===== src/rtl/fifo_rd_stream_adapter.sv =====
// fifo_rd_stream_adapter: hides the one-cycle FIFO read latency behind a 2-entry skid buffer
// and presents the words on a valid/ready stream, counting delivered words.
module fifo_rd_stream_adapter #(
   parameter int DATA_WIDTH = 7,
   parameter int CNT_WIDTH  = 16
) (
   input  logic                  clk,
   input  logic                  rst,
   input  logic                  fifo_empty,
   input  logic [DATA_WIDTH:0]   fifo_data_out,
   output logic                  fifo_rd_en,
   input  logic                  flush,
   output logic                  m_valid,
   input  logic                  m_ready,
   output logic [DATA_WIDTH:0]   m_data,
   output logic [CNT_WIDTH-1:0]  m_count
);
   logic [1:0]          occ;
   logic                inflight, head, tail, fire;
   logic [2:0]          pend;
   logic [DATA_WIDTH:0] mem [2];
   assign m_valid    = (occ != 2'd0) & ~flush;
   assign fire       = m_valid & m_ready;
   assign m_data     = mem[head];
   // words owned after this edge; a new read is only safe while this stays below 2
   assign pend       = {1'b0, occ} + {2'b00, inflight} - {2'b00, fire};
   assign fifo_rd_en = ~rst & ~flush & ~fifo_empty & (pend < 3'd2);
   always_ff @(posedge clk) begin
      if (rst) begin
         occ      <= 2'd0;
         inflight <= 1'b0;
         head     <= 1'b0;
         tail     <= 1'b0;
         mem[0]   <= '0;
         mem[1]   <= '0;
         m_count  <= '0;
      end else begin
         inflight <= fifo_rd_en;
         if (fire) m_count <= m_count + CNT_WIDTH'(1);
         if (flush) begin
            occ  <= 2'd0;
            head <= 1'b0;
            tail <= 1'b0;
         end else begin
            occ <= pend[1:0];
            if (inflight) begin
               mem[tail] <= fifo_data_out;
               tail      <= ~tail;
            end
            if (fire) head <= ~head;
         end
      end
   end
endmodule


===== config.mk =====
export PLATFORM = sky130hd
export DESIGN_NAME = fifo_rd_stream_adapter
export DESIGN_NICKNAME = d
export VERILOG_FILES = /design/src/rtl/fifo_rd_stream_adapter.sv
export SDC_FILE = /design/constraint.sdc
export NUM_CORES = 1
export LEC_CHECK = 0
export CAP_MARGIN = 15
export CORE_MARGIN = 2
export CORE_UTILIZATION = 49
export DETAILED_ROUTE_END_ITERATION = 8
export PLACE_DENSITY_LB_ADDON = 0.25
export SLEW_MARGIN = 20
export SYNTH_ARGS = -nofsm -noshare
export SYNTH_HDL_FRONTEND = slang
export SYNTH_SLANG_ARGS = --single-unit

===== constraint.sdc =====
create_clock -name clk -period 2.8 [get_ports clk]
set_clock_uncertainty 0.1 [all_clocks]
set_input_delay 0.42 -clock clk [delete_from_list [all_inputs] [get_ports clk]]
set_output_delay 0.42 -clock clk [all_outputs]
set_load 0.01 [all_outputs]

==> results by group, run 1 <==
Run status
  – Status: finished, final reports clean

Clocking
  – CTS tree: built
  – Worst-Skew Late Latency: 340 ps
  – CTS Sinks: 38
  – CTS H-tree depth: 2
  – Maximum clock insertion buffer count: 2
  – CTS buffer count: 5
  – Clock-pin slew of the registers on the worst-case setup and hold paths: 120 ps
  – Clock Tree Root: clkbuf_4

Logic synthesis
  – YS warnings: 0
  – Yosys reg bits: 38
  – Largest cells by area after synthesis: edfxtp_1 28%, dfxtp_1 26%, and2_1 6.6%, mux2_2 5.3%, xnor2_1 4.1%
  – Cell count after synthesis: 158
  – Syn Nets: 175
  – Main synth FF type: dfxtp_1
  – Async SR Flop Fraction: 0%
  – Post-Syn Area: 1700 um^2
  – Synth Area per Inst: 10.8 um^2
  – Yosys cell types: 29
  – Post-synth top area share: 28.2%
  – Largest area contributor in the netlist: edfxtp_1
  – Sequential element share of the synthesized area: 54.0%
  – Post-synth EDFFs: 16

Worst setup path
  – Crit path cell chain: dlygate4sd2_1 -> nand2b_4 -> nor2_4 -> ha_4 -> inv_2 -> ha_4 -> fa_2 -> nor4b_2 -> buf_2
  – Endpoint type of the worst setup path: primary output
  – WP data required: 2280 ps
  – Crit-path slowest cell: fa_2
  – Max stage delay on crit path: 440 ps
  – Crit-path max FO: 2
  – Critical path data arrival time: 2240 ps
  – Startpoint types: input port
  – Setup Crit Path Kind: input port to primary output
  – Top cell by count, worst path: ha_4

STA
  – Slew @ Worst Pin: 374 ps
  – Max-slew violations: 0
  – Fmax: 362 MHz
  – Final period util: 98.7%
  – Max-slew headroom: 75.0%
  – Unrepaired setup endpoints after global routing: true
  – Post-layout minimum cycle time: 2760 ps
  – Finish-stage setup viols: 0
  – Final hold vios: 0

Floorplanning
  – Row cnt: 21
  – Die width: 63.0 um
  – Core box area: 3340 um^2
  – Chip Height: 63.0 um
  – Ports: 39
  – Full die area: 3970 um^2
  – Initial Utilization: 51.1%

Pwr
  – Worst vdd ir: 0.272 mV
  – Final Power: 0.00112 W
  – Power per cell area: 466 nW/um^2
  – P_leak: 0.862 nW

Layout
  – Most frequent cells in the layout: 35 x clkdlybuf4s50_1, 20 x dfxtp_1, 18 x and2_1
  – Final #Nets: 230
  – Antenna Cells: 0
  – Share of layout cells above drive strength 1: 22.0%
  – Commonest non-fill, non-tap cell in the layout: clkdlybuf4s50_1
  – Layout area overhead: 40.6%
  – Cell Count, Final, Fillers Out: 260

Placement
  – Post-placement cell count: 245
  – IO Port Bufs: 38
  – HPWL after DPL: 2490 um
  – Placer Congestion: 0.758

Route
  – Routed Antenna Nets: 0
  – # DRC: 0
  – DR iter-0 viols: 51
  – DR vias: 1391
  – Post-Route WL: 3710 um
  – First-pass DRT Iterations: 4
  – Avg Vias per Cell: 5.35
  – WL/cell: 14.3 um

Global routing
  – GR Util All Layers: 18.7%
  – Gr ovfl total: 0
  – Largest net degree at the start of global routing: 23
  – Vias in the first global route: 1297
  – Global-route wire length before repair: 5750 um
  – Initial antenna violation count: 0

Min path
  – Type of the most critical hold path: flop to flop

Job
  – Max cap viols: 0
power breakdown:
part           switching [W]  internal, W
combinational      0.0000345    0.0000438
clock               0.000181     0.000267
sequential        0.00000454     0.000587
total               0.000220     0.000897
what timing repair did:
item / 4_1_cts / 5_1_grt
buffers inserted: 2 / 5
pin swaps: 5 / 6
endpoints found under the setup margin: 1 / 1
gates resized for setup: 14 / 5
hold buffers: 0 / 0
hold endpoints to repair: 0 / 0
routing by layer:
| layer | up-vias | share of wire, % | wire length (um) | track usage (%) |
|---|---|---|---|---|
| li1 | 677 | - | - | - |
| met1 | 676 | 42 | 1570 | 21.3 |
| met2 | 33 | 53 | 1980 | 33.6 |
| met3 | 5 | 3.1 | 116 | 5.05 |
| met4 | 0 | 0.97 | 36 | 5.83 |
| met5 | - | 0 | 0 | 0 |
path summary, 6_finish.rpt:
check | cells past startpoint | startpoint | slack [ps] | end
max | 9 | flush | 40 | fifo_rd_en
min | 2 | m_count[15] | 400 | m_count[15]
max reg2reg | 11 | occ[1] | 440 | inflight
min reg2reg | 2 | m_count[15] | 400 | m_count[15]
synth_stat cells (all sizes together) (4+ instances only):
library cell   n
dfxtp         22
xnor2          8
mux2           8
nand2          7
nand3          4
or3            6
edfxtp        16
and2          18
nor2          11
nor4           4
clkbuf         4
o31ai          4
a21oi          9
inv            4
o21ai          5
or4            4
layout make-up:
cell class / instances / area (um^2)
Clock buffer: 7 / 76.3
Fill cell: 246 / 941
Multi-Input combinational cell: 110 / 801
Timing Repair Buffer: 54 / 493
Sequential cell: 38 / 923
Clock inverter: 1 / 30.0
Inverter: 4 / 15.0
Tap cell: 46 / 57.6
worst max-delay path: cells and delay by family:
kind,cells,cell delay (ps)
adder cells (fa/ha/maj),3,770
AND/OR/NAND/NOR,3,550
buffers and inverters,3,480
sequential cells by signal, indices dropped and copies added, names as in the netlist, named ones only:
| signal | cells |
|---|---|
| head | 1 |
| inflight | 1 |
| m_count | 16 |
| mem | 16 |
| occ | 2 |
| tail | 1 |
stage by stage:
| stage | setup slack [ps] | cell area, um^2 | utilization, % | setup TNS (ps) | hold slack (ps) |
|---|---|---|---|---|---|
| after floorplan | 105 | 1710 | - | 0 | 396 |
| after global placement | -575 | 2180 | 65.5 | -575 | 358 |
| after detailed placement | -663 | 2180 | 65.5 | -663 | 382 |
| after CTS | -35.0 | 2330 | 69.8 | -35.0 | 399 |
| after global routing | -50.7 | 2400 | 71.8 | -50.7 | 445 |
| final | 37.2 | 2400 | 71.8 | 0 | 396 |
logic make-up (layout without fill, tap and decap cells):
| logic type | after synthesis | count (layout) | share of synthesized area, % |
|---|---|---|---|
| AO/OA/AOI/OAI | 18 | 18 | 5.87 |
| XOR/XNOR | 10 | 10 | 5.14 |
| adder cells (fa/ha/maj) | 4 | 4 | 3.38 |
| buffers and inverters | 10 | 66 | 2.72 |
| flip-flops | 38 | 38 | 54.0 |
| multiplexers | 8 | 8 | 5.29 |
| AND/OR/NAND/NOR | 70 | 70 | 23.6 |
Power figures use the tool's default switching activity.
==> run 2: changes to the inputs <==
--- a/config.mk
+++ b/config.mk
@@ -5,9 +5,10 @@
 export SDC_FILE = /design/constraint.sdc
 export NUM_CORES = 1
 export LEC_CHECK = 0
+export ABC_AREA = 1
 export CAP_MARGIN = 15
 export CORE_MARGIN = 2
-export CORE_UTILIZATION = 49
+export CORE_UTILIZATION = 50
 export DETAILED_ROUTE_END_ITERATION = 8
 export PLACE_DENSITY_LB_ADDON = 0.25
 export SLEW_MARGIN = 20
==> results by group, run 2 <==
Worst setup path
  – Critical path data arrival time: 2210 ps (-30 ps)
  – Setup Crit Path Kind: input port to primary output
  – Crit-path max FO: 2 (unchanged)
  – Worst reg2reg setup slack: 590 ps (+150 ps)
  – Reg2reg start: occ[1]
  – Start point of the critical path: flush
  – Startpoint types: input port
  – WP data required: 2280 ps (about the same)
  – End of the worst register-to-register path: inflight
  – Reg2Reg Depth: 9 (-2)
  – Endpoint type of the worst setup path: primary output

Pwr
  – Internal power: 0.000800 W (-11%)
  – P_leak: 1.04 nW (+21%)
  – Reg power frac: 57.2% (+4.3 points)
  – Clock share of power: 35.0% (-5.1 points)
  – Worst vdd ir: 0.254 mV (-6.6%)
  – Power per cell area: 415 nW/um^2 (-11%)
  – Gate power share: 7.9% (+0.9 points)
  – Final Power: 0.00103 W (-7.6%)
  – Sw power: 0.000232 W (+5.6%)
  – Sw Ratio: 22.5% (+2.8 points)

Logic synthesis
  – Syn Nets: 235 (+34%)
  – YS warnings: 0 (unchanged)
  – Yosys cell types: 27 (-6.9%)
  – Main synth FF type: dfxtp_1
  – Synth Area per Inst: 8.44 um^2 (-22%)
  – Post-Syn Area: 1840 um^2 (+8.0%)
  – Yosys reg bits: 38 (unchanged)
  – Synth top cells by count: 47 x nor2_1, 37 x inv_1, 32 x nand2_1, 22 x dfxtp_1, 16 x edfxtp_1
  – Most frequent cell after synthesis: nor2_1
  – Largest area contributor in the netlist: edfxtp_1
  – Cell count after synthesis: 218 (+38%)
  – Sequential element share of the synthesized area: 50.0% (-4.0 points)
  – Post-synth EDFFs: 16 (unchanged)
  – Largest cells by area after synthesis: edfxtp_1 26%, dfxtp_1 24%, nor2_1 9.6%, inv_1 7.5%, nand2_1 6.5%
  – Post-synth top area share: 26.1% (-2.1 points)
  – Async SR Flop Fraction: 0% (unchanged)

Clocking
  – Worst-Skew Late Latency: 290 ps (-50 ps)
  – Hold-fix buffers, CTS: 0 (unchanged)
  – CTS tree: built
  – CTS H-tree depth: 2 (unchanged)
  – Clock Tree Root: clkbuf_8
  – Maximum clock insertion buffer count: 2 (unchanged)
  – Clock-pin slew of the registers on the worst-case setup and hold paths: 70 ps (-50 ps)
  – CTS buffer count: 5 (unchanged)
  – CTS Sinks: 38 (unchanged)

Route
  – DR iter-0 viols: 61 (+20%)
  – WL/cell: 11.1 um (-22%)
  – Avg Vias per Cell: 4.71 (-12%)
  – First-pass DRT Iterations: 4 (unchanged)
  – Routed Antenna Nets: 0 (unchanged)
  – # DRC: 0 (unchanged)
  – Post-Route WL: 3620 um (-2.3%)
  – DR vias: 1535 (+10%)

Global routing
  – Gr ovfl total: 0 (unchanged)
  – Initial antenna violation count: 0 (unchanged)
  – Global-route wire length before repair: 5950 um (+3.5%)
  – Vias in the first global route: 1441 (+11%)
  – GR Util All Layers: 18.5% (-0.12 points)
  – Largest net degree at the start of global routing: 13 (-43%)

Layout
  – Final #Nets: 294 (+28%)
  – Most frequent cells in the layout: 46 x nor2_1, 36 x inv_1, 35 x clkdlybuf4s50_1
  – Antenna Cells: 0 (unchanged)
  – Fillers: 318 (+29%)
  – Share of layout cells above drive strength 1: 18.7% (-3.3 points)
  – Largest registers: m_count (16), mem (16), occ (2)
  – Fin area: 2480 um^2 (+3.7%)
  – Core Util, Final: 68.9% (-2.9 points)
  – Layout area overhead: 35.0%
  – Commonest non-fill, non-tap cell in the layout: nor2_1

STA
  – Final period util: 97.6% (-1.1 points)
  – Post-layout minimum cycle time: 2730 ps (-29.8 ps)
  – Fmax: 366 MHz (+1.1%)
  – Slew @ Worst Pin: 379 ps (+4.58 ps)
  – Finish-stage setup viols: 0 (unchanged)
  – Setup_tns: 0 ps (unchanged)
  – Final hold vios: 0 (unchanged)
  – Worst hold slack: 391 ps (-4.43 ps)
  – Max-slew headroom: 74.7% (-0.31 points)
  – Max-slew violations: 0 (unchanged)

Placement
  – HPWL after DPL: 2600 um (+4.5%)
  – Placer Congestion: 0.795 (+4.9%)
  – Area post-placement: 2360 um^2 (+7.8%)
  – IO Port Bufs: 38 (unchanged)

Floorplanning
  – Core box area: 3610 um^2 (+8.1%)
  – Die width: 64.7 um (+2.7%)
  – Chip Height: 64.7 um (+2.7%)
  – Full die area: 4180 um^2 (+5.5%)
  – Initial Utilization: 51.0% (about the same)
  – Row cnt: 22 (+4.8%)
  – Ports: 39 (unchanged)

Min path
  – Worst Hold End: tail
  – Hold_sp: tail
  – Type of the most critical hold path: flop to flop
  – Worst Hold Depth: 2 (unchanged)

Run status
  – Status: finished, final reports clean

Job
  – Max cap viols: 0 (unchanged)
[run 2: cell types whose count changed after synthesis, moves of 18 or more]
cell     change
nor2_1      +36
and2_1      -18
nand2_1     +25
inv_1       +33
[run 2: power by group through the flow]
stage	Clock, W	Combinational (W)	Sequential, W
floorplan	0	0.0000335	0.000602
CTS	0.000368	0.0000803	0.000590
global route	0.000390	0.0000889	0.000591
detailed placement	0	0.0000804	0.000602
global placement	0	0.0000793	0.000602
finish	0.000361	0.0000811	0.000590
[run 2: area by class of cell]
cell class	instances	area (um^2)	share of cell area (%)
repair buffers	54	494	19.9
clock inverters	3	16.3	0.655
flip-flops and latches	38	923	37.2
multi-input cells	139	776	31.2
inverters	39	146	5.89
well taps	48	60.1	2.42
clock buffers	5	68.8	2.77
[run 2: metal layers]
layer	routed length (um)	global-route usage, %
met1	1680	23.0
met2	1740	31.4
met3	147	3.82
met4	59	7.98
met5	0	0
[run 2: cells by family (layout without fill, tap and decap cells)]
family | after synthesis | count (layout) | share of synthesized area, %
AOI/OAI and AO/OA | 11 | 11 | 2.99
xor gates and xnor gates | 3 | 3 | 1.43
adders and majority gates | 4 | 4 | 3.13
buffers and inverters | 41 | 101 | 8.36
DFF | 38 | 38 | 50.0
muxes | 8 | 8 | 4.89
and+or+nand+nor | 113 | 113 | 29.2
[run 2: how the worst max path moves through the flow]
stage	slack [ps]	to	cells after the start
final	70	fifo_rd_en	8
after global routing	-30	fifo_rd_en	8
after CTS	60	fifo_rd_en	9
after detailed placement	-630	fifo_rd_en	9
after global placement	-580	fifo_rd_en	9
after floorplan	230	fifo_rd_en	7
[run 2: through the flow]
| step | std cells | setup slack [ps] |
|---|---|---|
| floorplan | 218 | 231 |
| detailed placement | 313 | -625 |
| global route | 326 | -30.3 |
| finish | 326 | 67.0 |
| global placement | 313 | -580 |
| CTS | 323 | 64.5 |
[run 2: critical path, cell delays in order]
cell and delay, ps:
dlygate4sd2_1 280, nor3_4 190, ha_1 250, inv_1 60
ha_2 170, fa_1 420, nor4_1 240, buf_2 170
[run 2: repair_timing]
action | CTS | global route
setup buffers | 2 | 3
gates resized for setup | 9 | 4
pin swaps | 4 | 3
endpoints found under the setup margin | 1 | 1
==> patch, RTL diff (flow settings as in run 2) <==
Change the parameter `DATA_WIDTH` from 7 to 14.
--- a/src/rtl/fifo_rd_stream_adapter.sv
+++ b/src/rtl/fifo_rd_stream_adapter.sv
@@ -3,3 +3,3 @@
 module fifo_rd_stream_adapter #(
-   parameter int DATA_WIDTH = 7,
+   parameter int DATA_WIDTH = 14,
    parameter int CNT_WIDTH  = 16
Interface: changed (resized fifo_data_out and m_data); port bits go from 39 to 53. The function was not compared with the original's and may differ.
==> patch against run 2 <==
  * Routed wire length rose by 25%
  * Largest cell class unchanged
  * Cell area rose by 28%
  * Worst setup slack improved by 0.056 ns
  * Global-route usage fell by 0.89 points
  * Highest routed layer unchanged
  * Cell count rose by 18%
  * Combinational power rose by 42%
  * Total power rose by 32%
  * Critical endpoint unchanged
  * Area after synthesis rose by 32%
  * Fmax rose by 2.1%
  * Worst hold slack got worse by 0.0040 ns
  * Sequential cell count rose by 14
  * Via count rose by 23%
==> patch: results <==
group,metric,value,unit
outcome,status,"finished clean",
drt,vias_per_cell,4.88,
global_route,met1_usage,0.204,
global_route,grt_start_max_net_pins,17,
setup_path,cp_slowest_stage_delay,0.40,ns
place,dp_hpwl,3260,um
global_route,met3_usage,0.0316,
synth,synth_edf_count,30,
timing,worst_slack,0.123,ns
clocking,cts_buffer_depth,2,
pwr,ir_drop,0.423,mV
hold_path,min_path_type,"register to register",
place,gp_congestion,0.783,
global_route,grt_pass1_vias,1761,
setup_path,critPathLaunch,"occ[1]$_SDFF_PP0_",
setup_path,worstReg2RegStart,"occ[0]$_SDFF_PP0_",
global_route,grt_pass1_wl,7450,um
synth,synth_area_leaders,"edfxtp_1, dfxtp_1, nor2_1",
synth,netlist_top_cells_count,"nor2_1, inv_1, nand2_1",
pwr,p_leak,1.30,nW
global_route,use_met2,0.331,
drt,routed_wl,4530,um
setup_path,rrSetupSlack,0.78,ns
setup_path,arrival,2.16,ns
clocking,clkSlewWorstSetupHoldPaths,0.09,ns
place,place_inst,377,
place,numPortBuffers,52,
drt,vias,1882,
synth,synth_cell_type_count,28,
setup_path,rr_worst_depth,8,
clocking,clockRootBuffer,"clkbuf_8",
layout,final_nets,355,
setup_path,cp_max_fo,2,
global_route,grt_usage,0.177,
layout,reg.largest.list,"mem x30, m_count x16, occ x2",
timing,tightest_slew,0.441,ns
clocking,clk_latency,0.29,ns
synth,postSynthCellCount,263,
synth,synth-seq-area-share,0.553,
synth,dominantRegCellSynth,"edfxtp_1",
synth,synth_nets,287,
drt,drt_iter0_drc,83,
layout,layout-drive-gt1-share,0.169,
place,pre_cts_ws,-0.625,ns
patch: cell count changes after synthesis, sizes merged:
cell,before,now
buf,0,3
edfxtp,16,30
nor2,51,65
mux2,8,15
inv,39,46
patch: per-stage QoR:
stage          area (um^2)  total power, mW
6_report              3190             1.36
5_1_grt               3190             1.41
4_1_cts               3180             1.37
3_5_place_dp          3090            0.964
3_3_place_gp          3090            0.961
2_1_floorplan         2430            0.893
patch: area by class of cell:
type,count,area [um^2]
Fill cell,390,1500
Sequential cell,52,1340
Timing Repair Buffer,66,619
Inverter,46,173
Clock buffer,6,72.6
Tap cell,54,67.6
Multi-Input combinational cell,160,901
Clock inverter,2,16.3
patch: worst max-delay path: cells and delay by family (launching register included):
family / cells / cell delay [ns]
adder cells (fa/ha/maj): 3 / 0.83
flip-flops: 1 / 0.34
AND/OR/NAND/NOR: 3 / 0.33
buffers and inverters: 2 / 0.21
XOR/XNOR: 1 / 0.16
patch: what timing repair did:
| item | CTS | global route |
|---|---|---|
| hold buffers | 0 | 0 |
| pin swaps | 4 | 0 |
| setup buffers | 1 | 0 |
| endpoints found under the setup margin | 1 | 1 |
| resized for setup | 9 | 3 |
patch: how the worst min path moves through the flow:
stage | to | depth (start not counted) | slack (ns) | start
2_1_floorplan | tail$_SDFFE_PP0P_ | 2 | 0.36 | tail$_SDFFE_PP0P_
3_3_place_gp | tail$_SDFFE_PP0P_ | 2 | 0.37 | tail$_SDFFE_PP0P_
3_5_place_dp | tail$_SDFFE_PP0P_ | 2 | 0.37 | tail$_SDFFE_PP0P_
4_1_cts | tail$_SDFFE_PP0P_ | 2 | 0.39 | tail$_SDFFE_PP0P_
5_1_grt | tail$_SDFFE_PP0P_ | 2 | 0.42 | tail$_SDFFE_PP0P_
6_report | tail$_SDFFE_PP0P_ | 2 | 0.39 | tail$_SDFFE_PP0P_
patch: cells by family (layout without fill, tap and decap cells):
group                      count (synthesis)  after routing  share of synthesized area
xor gates and xnor gates                   3              3                     0.0108
AOI/OAI and AO/OA                         11             11                     0.0227
muxes                                     15             15                     0.0696
buffers and inverters                     51            120                     0.0804
and+or+nand+nor                          127            127                      0.240
DFF                                       52             52                      0.553
adders and majority gates                  4              4                     0.0237
patch: where the power goes:
group	switching (mW)	leakage (nW)	internal, mW
logic	0.0521	0.769	0.0632
registers	0.00499	0.489	0.824
clock network	0.236	0.0414	0.178
total	0.293	1.30	1.07
patch: per-layer routing:
layer / wire length [um] / vias to the layer above
met5: 0 / -
met4: 48 / 0
met3: 214 / 5
met2: 2270 / 44
met1: 1990 / 862
li1: - / 971
